File: config.mk
export PLATFORM = sky130hd
export DESIGN_NAME = vend_ctrl_gen
export DESIGN_NICKNAME = d
export VERILOG_FILES = /design/src/rtl/vend_pkg.sv /design/src/rtl/vend_hold_timer.sv /design/src/rtl/vend_ctrl_gen.sv
export SDC_FILE = /design/constraint.sdc
export NUM_CORES = 1
export LEC_CHECK = 0
export CAP_MARGIN = 20
export CELL_PAD_IN_SITES_DETAIL_PLACEMENT = 1
export CELL_PAD_IN_SITES_GLOBAL_PLACEMENT = 2
export CORE_MARGIN = 10
export CORE_UTILIZATION = 34
export CTS_BUF_LIST = sky130_fd_sc_hd__clkbuf_8 sky130_fd_sc_hd__clkbuf_16
export DETAILED_ROUTE_END_ITERATION = 10
export PLACE_DENSITY = 0.9
export RECOVER_POWER = 25
export SYNTH_ARGS = -nofsm -noshare
export SYNTH_HDL_FRONTEND = slang
export SYNTH_SLANG_ARGS = --single-unit
File: constraint.sdc
create_clock -name clk -period 5.25 [get_ports clk]
set_clock_uncertainty 0.1 [all_clocks]
set_input_delay 1.05 -clock clk [delete_from_list [all_inputs] [get_ports clk]]
set_output_delay 1.05 -clock clk [all_outputs]
set_load 0.1 [all_outputs]
File: src/rtl/vend_pkg.sv
// rtl/vend_pkg.sv - state type, default coin/price tables and packed-table lookup for vend_ctrl_gen
package vend_pkg;

  typedef enum logic [1:0] {
    ST_IDLE,
    ST_ACCEPT,
    ST_DISPENSE,
    ST_CHANGE
  } vend_state_t;

  localparam int MAX_TBL_W = 256;
  localparam int MAX_VAL_W = 32;

  localparam logic [19:0] DEF_COIN_VALS = {5'd20, 5'd10, 5'd5, 5'd1};
  localparam logic [19:0] DEF_PRICES    = {5'd25, 5'd20, 5'd15, 5'd10};

  // Entry idx of a table packed as consecutive w-bit fields, entry 0 in the LSBs.
  function automatic logic [MAX_VAL_W-1:0] pick(input logic [MAX_TBL_W-1:0] vec,
                                                input int idx, input int w);
    logic [MAX_TBL_W-1:0] sh;
    sh = vec >> (idx * w);
    return sh[MAX_VAL_W-1:0] & ~({MAX_VAL_W{1'b1}} << w);
  endfunction

endpackage

File: src/rtl/vend_hold_timer.sv
// rtl/vend_hold_timer.sv - loadable down-counter timing the DISPENSE and CHANGE hold windows
module vend_hold_timer #(
  parameter int HOLD_CYC = 8
) (
  input  logic clk,
  input  logic reset,
  input  logic load,
  input  logic en,
  output logic done
);

  localparam int CNT_W = (HOLD_CYC > 1) ? $clog2(HOLD_CYC) : 1;

  logic [CNT_W-1:0] cnt;

  // Loading HOLD_CYC-1 makes done rise after the state has been held HOLD_CYC cycles.
  always_ff @(posedge clk or posedge reset) begin
    if (reset) begin
      cnt <= '0;
    end else if (load) begin
      cnt <= CNT_W'(HOLD_CYC - 1);
    end else if (en && (cnt != '0)) begin
      cnt <= cnt - CNT_W'(1);
    end
  end

  assign done = (cnt == '0);

endmodule

File: src/rtl/vend_ctrl_gen.sv
// rtl/vend_ctrl_gen.sv - parametrised vending controller top; VEND_STOCK_EN enables per-product stock
module vend_ctrl_gen
  import vend_pkg::*;
#(
  parameter int                        N_DRINKS   = 4,
  parameter int                        N_COINS    = 4,
  parameter int                        VAL_W      = 5,
  parameter logic [N_COINS*VAL_W-1:0]  COIN_VALS  = DEF_COIN_VALS,
  parameter logic [N_DRINKS*VAL_W-1:0] PRICES     = DEF_PRICES,
  parameter int                        STOCK_W    = 4,
  parameter int                        STOCK_INIT = 5,
  parameter int                        HOLD_CYC   = 8,
  localparam int                       DW         = (N_DRINKS > 1) ? $clog2(N_DRINKS) : 1,
  localparam int                       CW         = (N_COINS > 1) ? $clog2(N_COINS) : 1
) (
  input  logic                clk,
  input  logic                reset,
  input  logic                op_start,
  input  logic                coin_in,
  input  logic [CW-1:0]       coin_type,
  input  logic [DW-1:0]       drink_type,
  input  logic                go,
  input  logic                cancel_flag,
  input  logic                restock,
  output logic                open,
  output logic [VAL_W-1:0]    credit,
  output logic                hold_ind,
  output logic [N_DRINKS-1:0] drinktk_ind,
  output logic                can_take,
  output logic                charge_ind,
  output logic [VAL_W-1:0]    charge_val,
  output logic                no_money,
  output logic                no_num,
  output logic                over_flow,
  output logic                coin_rej
);

  vend_state_t         state, state_d;
  logic [VAL_W-1:0]    credit_d, charge_d, coin_val, price;
  logic [VAL_W:0]      sum;
  logic [N_DRINKS-1:0] drink_d;
  logic                no_money_d, no_num_d, over_flow_d, coin_acc;
  logic                tmr_load, tmr_en, tmr_done;
  logic                stock_dec, stock_empty, drink_ok, coin_ok;

  assign drink_ok = int'(drink_type) < N_DRINKS;
  assign coin_ok  = int'(coin_type) < N_COINS;
  assign coin_val = VAL_W'(pick(MAX_TBL_W'(COIN_VALS), int'(coin_type), VAL_W));
  assign price    = VAL_W'(pick(MAX_TBL_W'(PRICES), int'(drink_type), VAL_W));
  assign sum      = {1'b0, credit} + {1'b0, coin_val};
  assign tmr_en   = (state == ST_DISPENSE) || (state == ST_CHANGE);

  vend_hold_timer #(.HOLD_CYC(HOLD_CYC)) u_hold (
    .clk   (clk),
    .reset (reset),
    .load  (tmr_load),
    .en    (tmr_en),
    .done  (tmr_done)
  );

`ifdef VEND_STOCK_EN
  logic [STOCK_W-1:0] stock [N_DRINKS];

  assign stock_empty = drink_ok && (stock[drink_type] == '0);

  // Restock outranks a same-cycle sale so the shelf always ends up full.
  always_ff @(posedge clk or posedge reset) begin
    if (reset) begin
      for (int i = 0; i < N_DRINKS; i++) stock[i] <= STOCK_W'(STOCK_INIT);
    end else if (restock) begin
      for (int i = 0; i < N_DRINKS; i++) stock[i] <= STOCK_W'(STOCK_INIT);
    end else if (stock_dec) begin
      stock[drink_type] <= stock[drink_type] - STOCK_W'(1);
    end
  end
`else
  localparam int unused_stock_cfg = STOCK_W + STOCK_INIT;
  logic unused_stock_sig;

  assign stock_empty      = 1'b0;
  assign unused_stock_sig = restock ^ stock_dec;
`endif

  always_comb begin
    state_d     = state;
    credit_d    = credit;
    charge_d    = charge_val;
    drink_d     = drinktk_ind;
    no_money_d  = 1'b0;
    no_num_d    = 1'b0;
    over_flow_d = 1'b0;
    coin_acc    = 1'b0;
    tmr_load    = 1'b0;
    stock_dec   = 1'b0;

    unique case (state)
      ST_IDLE: begin
        if (op_start) begin
          state_d  = ST_ACCEPT;
          credit_d = '0;
        end
      end

      // cancel_flag > go > coin_in; a coin losing arbitration is rejected below.
      ST_ACCEPT: begin
        if (cancel_flag) begin
          charge_d = credit;
          credit_d = '0;
          if (credit != '0) begin
            state_d  = ST_CHANGE;
            tmr_load = 1'b1;
          end else begin
            state_d = ST_IDLE;
          end
        end else if (go) begin
          if (drink_ok) begin
            if (stock_empty) begin
              no_num_d = 1'b1;
            end else if (credit < price) begin
              no_money_d = 1'b1;
            end else begin
              stock_dec = 1'b1;
              charge_d  = credit - price;
              credit_d  = '0;
              drink_d   = N_DRINKS'(1) << drink_type;
              state_d   = ST_DISPENSE;
              tmr_load  = 1'b1;
            end
          end
        end else if (coin_in && coin_ok) begin
          if (sum[VAL_W]) begin
            over_flow_d = 1'b1;
          end else begin
            credit_d = sum[VAL_W-1:0];
            coin_acc = 1'b1;
          end
        end
      end

      ST_DISPENSE: begin
        if (tmr_done) begin
          drink_d = '0;
          if (charge_val != '0) begin
            state_d  = ST_CHANGE;
            tmr_load = 1'b1;
          end else begin
            state_d = ST_IDLE;
          end
        end
      end

      ST_CHANGE: begin
        if (tmr_done) begin
          state_d  = ST_IDLE;
          charge_d = '0;
        end
      end

      default: state_d = ST_IDLE;
    endcase
  end

  // Level indications follow the next state so every output comes straight from a flop.
  always_ff @(posedge clk or posedge reset) begin
    if (reset) begin
      state       <= ST_IDLE;
      open        <= 1'b0;
      credit      <= '0;
      hold_ind    <= 1'b0;
      drinktk_ind <= '0;
      can_take    <= 1'b0;
      charge_ind  <= 1'b0;
      charge_val  <= '0;
      no_money    <= 1'b0;
      no_num      <= 1'b0;
      over_flow   <= 1'b0;
      coin_rej    <= 1'b0;
    end else begin
      state       <= state_d;
      open        <= (state_d != ST_IDLE);
      credit      <= credit_d;
      hold_ind    <= (state_d == ST_DISPENSE);
      drinktk_ind <= drink_d;
      can_take    <= (state_d == ST_DISPENSE);
      charge_ind  <= (state_d == ST_CHANGE);
      charge_val  <= charge_d;
      no_money    <= no_money_d;
      no_num      <= no_num_d;
      over_flow   <= over_flow_d;
      coin_rej    <= coin_in && !coin_acc;
    end
  end

endmodule

## After elaboration in Yosys (flattened, before gate mapping)

Cells that the tools add are included.
Widths: inputs -> output; s select.

- Add/subtract/negate cells: 3
- $mul: 2
- Order comparisons: 1
- Equal/unequal tests: 16
- Shift operators: 3
- Muxes and demuxes: 49
- Reductions and logical operators: 17

Operators by type and width:

| kind | number |
|---|---|
| $mux 5 | 10 |
| $shr 20x5->5 const A | 2 |
| $mux 1 | 20 |
| $pmux 5 s2 | 2 |
| $mux 2 | 8 |
| $mux 4 | 4 |
| $ne 2x2->1 const B | 6 |
| $ne 4x4->1 const B | 3 |
| $mul 2x3->5 const B | 2 |
| $reduce_and 5->1 | 2 |
| $reduce_bool 2->1 | 5 |
| $reduce_bool 5->1 | 2 |
| $eq 2x2->1 const B | 4 |
| $pmux 2 s4 | 1 |
| $pmux 4 s2 | 1 |
| $add 5x5->6 | 1 |
| $mux 3 | 2 |
| $ne 3x3->1 const B | 2 |
| $lt 5x5->1 | 1 |
| $sub 5x5->5 | 1 |
| $reduce_and 4->1 | 1 |
| $shl 1x2->4 const A | 1 |
| $logic_not 3->1 | 1 |
| $reduce_bool 3->1 | 1 |
| other kinds (7) | 8 |

- Register bits: 25
- Input bits: 11
- Output and inout port bits: 22

## Depth between registers and ports, before layout

Gate-level depths: netlist of run 1.

- Depth after elaboration: 10
- Depth in mapped cells: 9

## By module

A second synthesis of run 1 with hierarchy kept.

- Cell total of the unflattened synthesis: 182
- Area total of the unflattened synthesis: 1,776.7 um^2

By module, submodules not included:

| module | times used | cells each | area an instance (um^2) | seq. area each (um^2) |
|---|---|---|---|---|
| vend_ctrl_gen | 1 | 163 | 1,592.8 | 550.5 |
| vend_hold_timer | 1 | 19 | 183.9 | 75.1 |

## Worst setup path after synthesis of run 1

OpenSTA, ideal clock, no wires.

- Path kind: input port to flip-flop
- From: input drink_type[0]
- To: register open
- Arrival time: 2.722 ns
- Required time: 5.026 ns
- Path slack: 2.304 ns
- Stages on the path: 9
- Buffers on the path: 0
- Cells stage by stage: inv_1 -> ha_1 -> ha_1 -> and2_1 -> a221oi_2 -> a21boi_2 -> o32ai_1 -> a21oi_1 -> or2_1

- Longest elaborated chain between the ends: 8

Ends and longest elaborated chain:

| what | RTL line | RTL |
|---|---|---|
| start: declaration | vend_ctrl_gen.sv:21 | `input logic [DW-1:0] drink_type,` |
| $mul 2x3->5 | vend_pkg.sv:21 | `sh = vec >> (idx * w);` |
| $shr 20x5->5 | vend_pkg.sv:21 |  |
| $lt 5x5->1 | vend_ctrl_gen.sv:119 | `end else if (credit < price) begin` |
| $mux 2 | vend_ctrl_gen.sv:119 |  |
| $mux 2 | vend_ctrl_gen.sv:115 | `end else if (go) begin` |
| $mux 2 | vend_ctrl_gen.sv:106 | `if (cancel_flag) begin` |
| $pmux 2 s4 | vend_ctrl_gen.sv:96 | `unique case (state)` |
| named net state_d[1] | vend_ctrl_gen.sv:38 | `vend_state_t state, state_d;` |
| $reduce_bool 2->1 | vend_ctrl_gen.sv:180 | `open <= (state_d != ST_IDLE);` |
| end signal: assignment | vend_ctrl_gen.sv:180 |  |
| end: declaration | vend_ctrl_gen.sv:25 | `output logic open,` |

The timed path passes the listed nets, and every way through them passes these cells.
A chain may end at the register's enable or synchronous reset.

## Final worst setup path of run 1

Ends and elaborated chain as after synthesis.

==> impl_metrics.ini, run 1 <==
[outcome]
status = finished clean

[critical_path]
cp-startpoint = drink_type[0]
startpoint_type = input pin
criticalPathCategory = input pin to flip-flop
required_ns = 5.33
crit_chain = clkdlybuf4s50_1 > inv_1 > ha_1 > ha_1 > and2_1 > a221oi_2 > a21boi_2 > o32ai_1 > a21oi_1 > or2_1
r2r_start = credit[4]
crit_fanout = 5
end_kind = flip-flop
arrival_ns = 3.59
cp_slowest_cell = clkdlybuf4s50_1
max_stage_delay_ns = 0.55
cp_common_cell = ha_1

[global_routing]
antenna_found_initial = 0
grt.total_usage_pct = 10.54
grt_pass1_vias = 1439
gr-total-overflow = 0
grt_first_pass_wirelength_um = 7383
grt_max_degree = 26

[clocking]
clk_path_buf_depth = 2
cts_tree = yes
cts_resized = 0
clk_latency_ns = 0.28
clkSlewWorstSetupHoldPaths_ns = 0.10
clock_sinks = 25
post_cts_buffers = 0
postCtsHoldBufs = 0
htreeDepth = 1
root_buffer = clkbuf_8
numCtsBuffers = 3

[pwr]
ir_drop_mv = 0.1820
internal_power_mw = 0.5520
comb_power_share_pct = 66.4
switchingPower_mw = 0.7302
power_frac_clock_pct = 9.9
pwr-share-seq_pct = 23.8
power.density_mw_per_mm2 = 595.8
finalPower_mw = 1.282
p_leak_nw = 0.9657
p_sw_share_pct = 56.95

[yosys]
syn_avg_cell_area_um2 = 9.604
ys_seq_area_share_pct = 35.79
synth_area_leaders = dfrtp_1 (36%), ha_1 (14%), inv_1 (4.1%)
synth-seq-cells = 25
synth_warnings = 0
ys_types = 46
syn_nets = 215
synth_top_area_share_pct = 35.79
yosys.area.top_type = dfrtp_1
syn_area_mm2 = 0.001748
synthesis.instances = 182

[detailed_routing]
met1_length_um = 1915
drt_iter0_drc = 70
antenna_left = 0
num_vias = 1375
wl_met3_um = 174
drt-total-wl_um = 4309
vias_per_cell = 4.876
drc = 0
top_layer = met4
wl_per_cell_um = 15.28
route.met2.wl_um = 2160
dr.pass1.iters = 4

[floorplan]
core_mm2 = 0.005042
die_h_um = 91.70
pin_count = 33
start_util_pct = 34.67
die_x_um = 91.70
die_area_mm2 = 0.008409
rows = 26

[sta]
hold_viol = 0
setup_tns_ns = 0
fin_crit_sh_pct = 66.97
slew_headroom_pct = 33.52
drv_slew = 0
tightest_slew_ns = 0.9940
max_freq_mhz = 284.4
period_needed_ns = 3.516
rsz0062_at_grt = false
setup_viol = 0

[placement]
portBuffers = 30
dp_hpwl_um = 3483
routabilityCongestion = 0.7376

[layout]
syn2layout_area_growth_pct = 23.12
drive_above_1_share_pct = 7.075
finalNetCount = 246
antennaDiodeCount = 0
fillerInstances = 588

[hold_path]
min_path_type = flip-flop to flip-flop
hold_path.startpoint = drinktk_ind[2]

[run]
maxCapViolCount = 0
metrics by stage:
| stage | setup WS, ns | utilization [%] | std cells | area (um2) | hold slack [ns] |
|---|---|---|---|---|---|
| floorplan | 2.304 | - | 182 | 1748 | 0.3797 |
| global placement | 1.485 | 41.61 | 277 | 2098 | 0.3661 |
| detailed placement | 1.391 | 41.61 | 277 | 2098 | 0.3753 |
| CTS | 1.704 | 42.61 | 281 | 2148 | 0.3980 |
| global route | 1.532 | 42.68 | 282 | 2152 | 0.4351 |
| finish | 1.734 | 42.68 | 282 | 2152 | 0.3874 |
worst paths after layout:
| check | end | slack (ns) | cells past startpoint |
|---|---|---|---|
| max | open | 1.73 | 10 |
| min | drinktk_ind[2] | 0.39 | 2 |
| max reg2reg | open | 2.82 | 7 |
| min reg2reg | drinktk_ind[2] | 0.39 | 2 |
| max in group asynchronous | credit[3] | 2.83 | 3 |
| min in group asynchronous | charge_val[0] | 1.03 | 2 |
cell families (layout without fill, tap and decap cells):
kind of cell | Yosys count | in the layout | share of synthesized area (%)
flip-flops | 25 | 25 | 35.79
other | 1 | 1 | 0.2145
buffers and inverters | 24 | 54 | 6.227
AO/OA/AOI/OAI | 53 | 53 | 22.05
AND/OR/NAND/NOR | 47 | 47 | 13.96
XOR/XNOR | 8 | 8 | 4.008
multiplexers | 2 | 2 | 1.145
adder cells (fa/ha/maj) | 22 | 22 | 16.61
power groups by stage:
stage / clock network (mW) / registers (mW) / logic (mW)
after floorplan: 0 / 0.616 / 0.354
after global placement: 0 / 0.306 / 0.838
after detailed placement: 0 / 0.310 / 0.854
after CTS: 0.130 / 0.307 / 0.858
after global routing: 0.137 / 0.316 / 0.914
final: 0.126 / 0.305 / 0.851
placed cells by master (no fill, tap or decap), types with 2 or more instances in the layout:
cell | Yosys | layout
xnor2_1 | 4 | 4
a21o_1 | 3 | 3
nor2b_1 | 3 | 3
clkbuf_8 | 1 | 3
o21ai_0 | 12 | 12
nand2_1 | 17 | 17
mux2i_1 | 2 | 2
o21a_1 | 3 | 3
inv_1 | 19 | 19
a21oi_2 | 2 | 2
nor2_1 | 9 | 9
fa_1 | 2 | 2
o22ai_1 | 2 | 2
clkdlybuf4s50_1 | 0 | 29
a21boi_0 | 2 | 2
xor2_1 | 4 | 4
dfrtp_1 | 25 | 25
and2_1 | 2 | 2
o31ai_1 | 5 | 5
a31oi_1 | 2 | 2
ha_1 | 20 | 20
a21oi_1 | 11 | 11
nand2b_1 | 7 | 7
synthesized netlist by cell type (all sizes together):
cell type,instances
dfrtp,25
ha,20
inv,19
nand2,17
a21oi,13
o21ai,12
nor2,9
nand2b,7
o31ai,5
xnor2,4
xor2,4
a21boi,3
a21o,3
and2,3
clkbuf,3
nor2b,3
o21a,3
a31oi,2
buf,2
fa,2
mux2i,2
o211ai,2
o221ai,2
o22ai,2
a211oi,1
a21bo,1
a221oi,1
and4,1
conb,1
nand3,1
nand3b,1
nor3b,1
nor4b,1
o2111ai,1
o21bai,1
o32ai,1
or2,1
or2b,1
or4,1
flip-flops by register name, summed over array words and instances (netlist names):
register / count
open: 1
charge_val: 5
state: 2
over_flow: 1
can_take: 1
credit: 5
drinktk_ind: 4
u_hold.cnt: 3
coin_rej: 1
no_money: 1
charge_ind: 1
metal layers:
| layer | vias up | GRT usage, % |
|---|---|---|
| li1 | 682 | - |
| met3 | 4 | 2.363 |
| met2 | 20 | 18.25 |
| met4 | 0 | 3.470 |
| met1 | 669 | 12.61 |
| met5 | - | 0 |
cell type report:
type                    count  area [um2]  share of cell area (%)
repair buffers             31       304.0                   14.13
clock buffers               3       41.29                   1.919
clock inverters             1       8.758                  0.4070
inverters                  19       71.32                   3.314
flip-flops and latches     25       625.6                   29.07
well taps                  70       87.58                   4.070
multi-input cells         133        1013                   47.09
critical path, delay by kind of cell:
family / cells / cell delay, ns
buffers and inverters: 2 / 0.64
AO/OA/AOI/OAI: 4 / 0.91
adder cells (fa/ha/maj): 2 / 0.55
AND/OR/NAND/NOR: 2 / 0.43
Power figures use the tool's default switching activity.
==> inputs of run 2 (changes only) <==
--- a/config.mk
+++ b/config.mk
@@ -9,10 +9,10 @@
 export CELL_PAD_IN_SITES_DETAIL_PLACEMENT = 1
 export CELL_PAD_IN_SITES_GLOBAL_PLACEMENT = 2
 export CORE_MARGIN = 10
-export CORE_UTILIZATION = 34
+export CORE_UTILIZATION = 29
 export CTS_BUF_LIST = sky130_fd_sc_hd__clkbuf_8 sky130_fd_sc_hd__clkbuf_16
 export DETAILED_ROUTE_END_ITERATION = 10
-export PLACE_DENSITY = 0.9
+export PLACE_DENSITY = 0.82
 export RECOVER_POWER = 25
 export SYNTH_ARGS = -nofsm -noshare
 export SYNTH_HDL_FRONTEND = slang
==> constraint.sdc (replaced) <==
create_clock -name clk -period 3.2 [get_ports clk]
set_clock_uncertainty 0.1 [all_clocks]
set_input_delay 0.64 -clock clk [delete_from_list [all_inputs] [get_ports clk]]
set_output_delay 0.64 -clock clk [all_outputs]
set_load 0.1 [all_outputs]
==> run 2 against run 1 <==
Effect of this change:
- register-to-register slack got worse by 1.9 ns
- sequential share of layout area is 0.43 points lower
- worst setup slack got worse by 1.5 ns
- critical path type unchanged
==> impl_metrics.ini, run 2 (same netlist as run 1, synthesis figures left out) <==
[sta]
tightest_slew_ns = 1.329
setup_tns_ns = 0
hold_viol = 0
slew_headroom_pct = 11.43
fin_crit_sh_pct = 91.56
setup_viol = 0
drv_slew = 0
period_needed_ns = 2.930
max_freq_mhz = 341.3
rsz0062_at_grt = false
layout_setup_ws_ns = 0.2701

[detailed_routing]
vias_per_cell = 4.782
drt-total-wl_um = 4292
drt_iter0_drc = 99
met1_length_um = 1988
num_vias = 1425
drc = 0
wl_met3_um = 160
antenna_left = 0
route.met2.wl_um = 2076
top_layer = met4
wl_per_cell_um = 14.40
dr.pass1.iters = 4

[layout]
syn2layout_area_growth_pct = 24.98
antennaDiodeCount = 0
fillerInstances = 720
reg_top3 = charge_val x5, credit x5, drinktk_ind x4
design_area_mm2 = 0.002185
final_common_cell = buf_4
stdcell_count = 298
mostFrequentLayoutCells = buf_4 (32), dfrtp_1 (25), ha_1 (20)
regArea_um2 = 625.6
multi_input_area_mm2 = 0.001013
finalNetCount = 257
drive_above_1_share_pct = 21.08

[hold_path]
min_path_type = flip-flop to flip-flop
hold_depth = 2
hold_end = drinktk_ind[3]
hold_path.startpoint = drinktk_ind[3]

[global_routing]
grt_pass1_vias = 1580
antenna_found_initial = 0
grt_max_degree = 26
grt_first_pass_wirelength_um = 7610
gr-total-overflow = 0
grt.total_usage_pct = 9.394

[floorplan]
core_mm2 = 0.005886
start_util_pct = 29.70
die_x_um = 97.64
pin_count = 33
die_area_mm2 = 0.009533
rows = 28
die_h_um = 97.64

[critical_path]
startpoint_type = input pin
criticalPathCategory = input pin to flip-flop
arrival_ns = 3.00
r2r-end = open
r2r_slack_ns = 0.88
end_kind = flip-flop
required_ns = 3.27
r2r_cells = 7
crit_fanout = 4
r2r_start = credit[4]

[pwr]
comb_power_share_pct = 66.6
switchingPower_mw = 1.181
power.density_mw_per_mm2 = 954.7
ir_drop_mv = 0.4942
p_sw_share_pct = 56.62
power_frac_clock_pct = 9.3
p_leak_nw = 1.055
finalPower_mw = 2.086
internal_power_mw = 0.9048
pwr-share-seq_pct = 24.1

[placement]
routabilityCongestion = 0.8361
portBuffers = 30
dp.cells = 294
dpl_cell_area_mm2 = 0.002142
dp_hpwl_um = 3593
place_ws_ns = -0.04649

[clocking]
clk_path_buf_depth = 2
postCtsHoldBufs = 0
post_cts_buffers = 0
clk_latency_ns = 0.28
htreeDepth = 1
root_buffer = clkbuf_8
numCtsBuffers = 3
clkSlewWorstSetupHoldPaths_ns = 0.10
clock_sinks = 25
cts_resized = 0
cts_tree = yes

[run]
maxCapViolCount = 0

[outcome]
status = finished clean
-- run 2: cell count changes in the layout (fill, tap and decap cells not counted), sizes merged --
cell,change
inv,-1
clkinv,+1
buf,+32
clkdlybuf4s50,-21
-- run 2: how the worst max path moves through the flow --
stage          slack, ns  depth (start not counted)  endpoint          start
2_1_floorplan       0.44                          7      open      credit[4]
3_3_place_gp        0.04                         10      open  drink_type[1]
3_5_place_dp       -0.05                         10      open  drink_type[0]
4_1_cts             0.25                         10      open  drink_type[1]
5_1_grt             0.10                         10      open  drink_type[1]
6_report            0.27                         10      open  drink_type[1]
-- run 2: worst max-delay path, cell delays in order --
cell,delay [ns]
clkdlybuf4s50_1,0.55
inv_1,0.13
ha_1,0.29
inv_1,0.04
ha_1,0.20
a221oi_2,0.35
a21boi_2,0.13
o32ai_1,0.27
a21oi_1,0.16
or2_1,0.25
-- run 2: per-layer routing --
metal,track usage (%),vias to the layer above
li1,-,709
met1,11.20,684
met2,15.84,25
met3,1.991,7
met4,3.915,0
met5,0,-
-- run 2: cell type report --
type	count	share of cell area [%]
Multi-Input combinational cell	133	46.39
Sequential cell	25	28.64
Timing Repair Buffer	42	15.29
Tap cell	75	4.296
Inverter	19	3.265
Clock buffer	3	1.890
Clock inverter	1	0.2291
-- run 2: metrics by stage --
| step | hold slack (ns) | util (%) |
|---|---|---|
| after floorplan | 0.3797 | - |
| after global placement | 0.3669 | 36.39 |
| after detailed placement | 0.3758 | 36.39 |
| after CTS | 0.3966 | 37.18 |
| after global routing | 0.4299 | 37.12 |
| final | 0.3870 | 37.12 |
-- run 2: power groups by stage --
stage	Combinational [mW]	Sequential, mW	Clock [mW]
2_1_floorplan	0.581	1.01	0
3_3_place_gp	1.39	0.505	0
3_5_place_dp	1.40	0.513	0
4_1_cts	1.41	0.506	0.202
5_1_grt	1.50	0.521	0.216
6_report	1.39	0.503	0.193
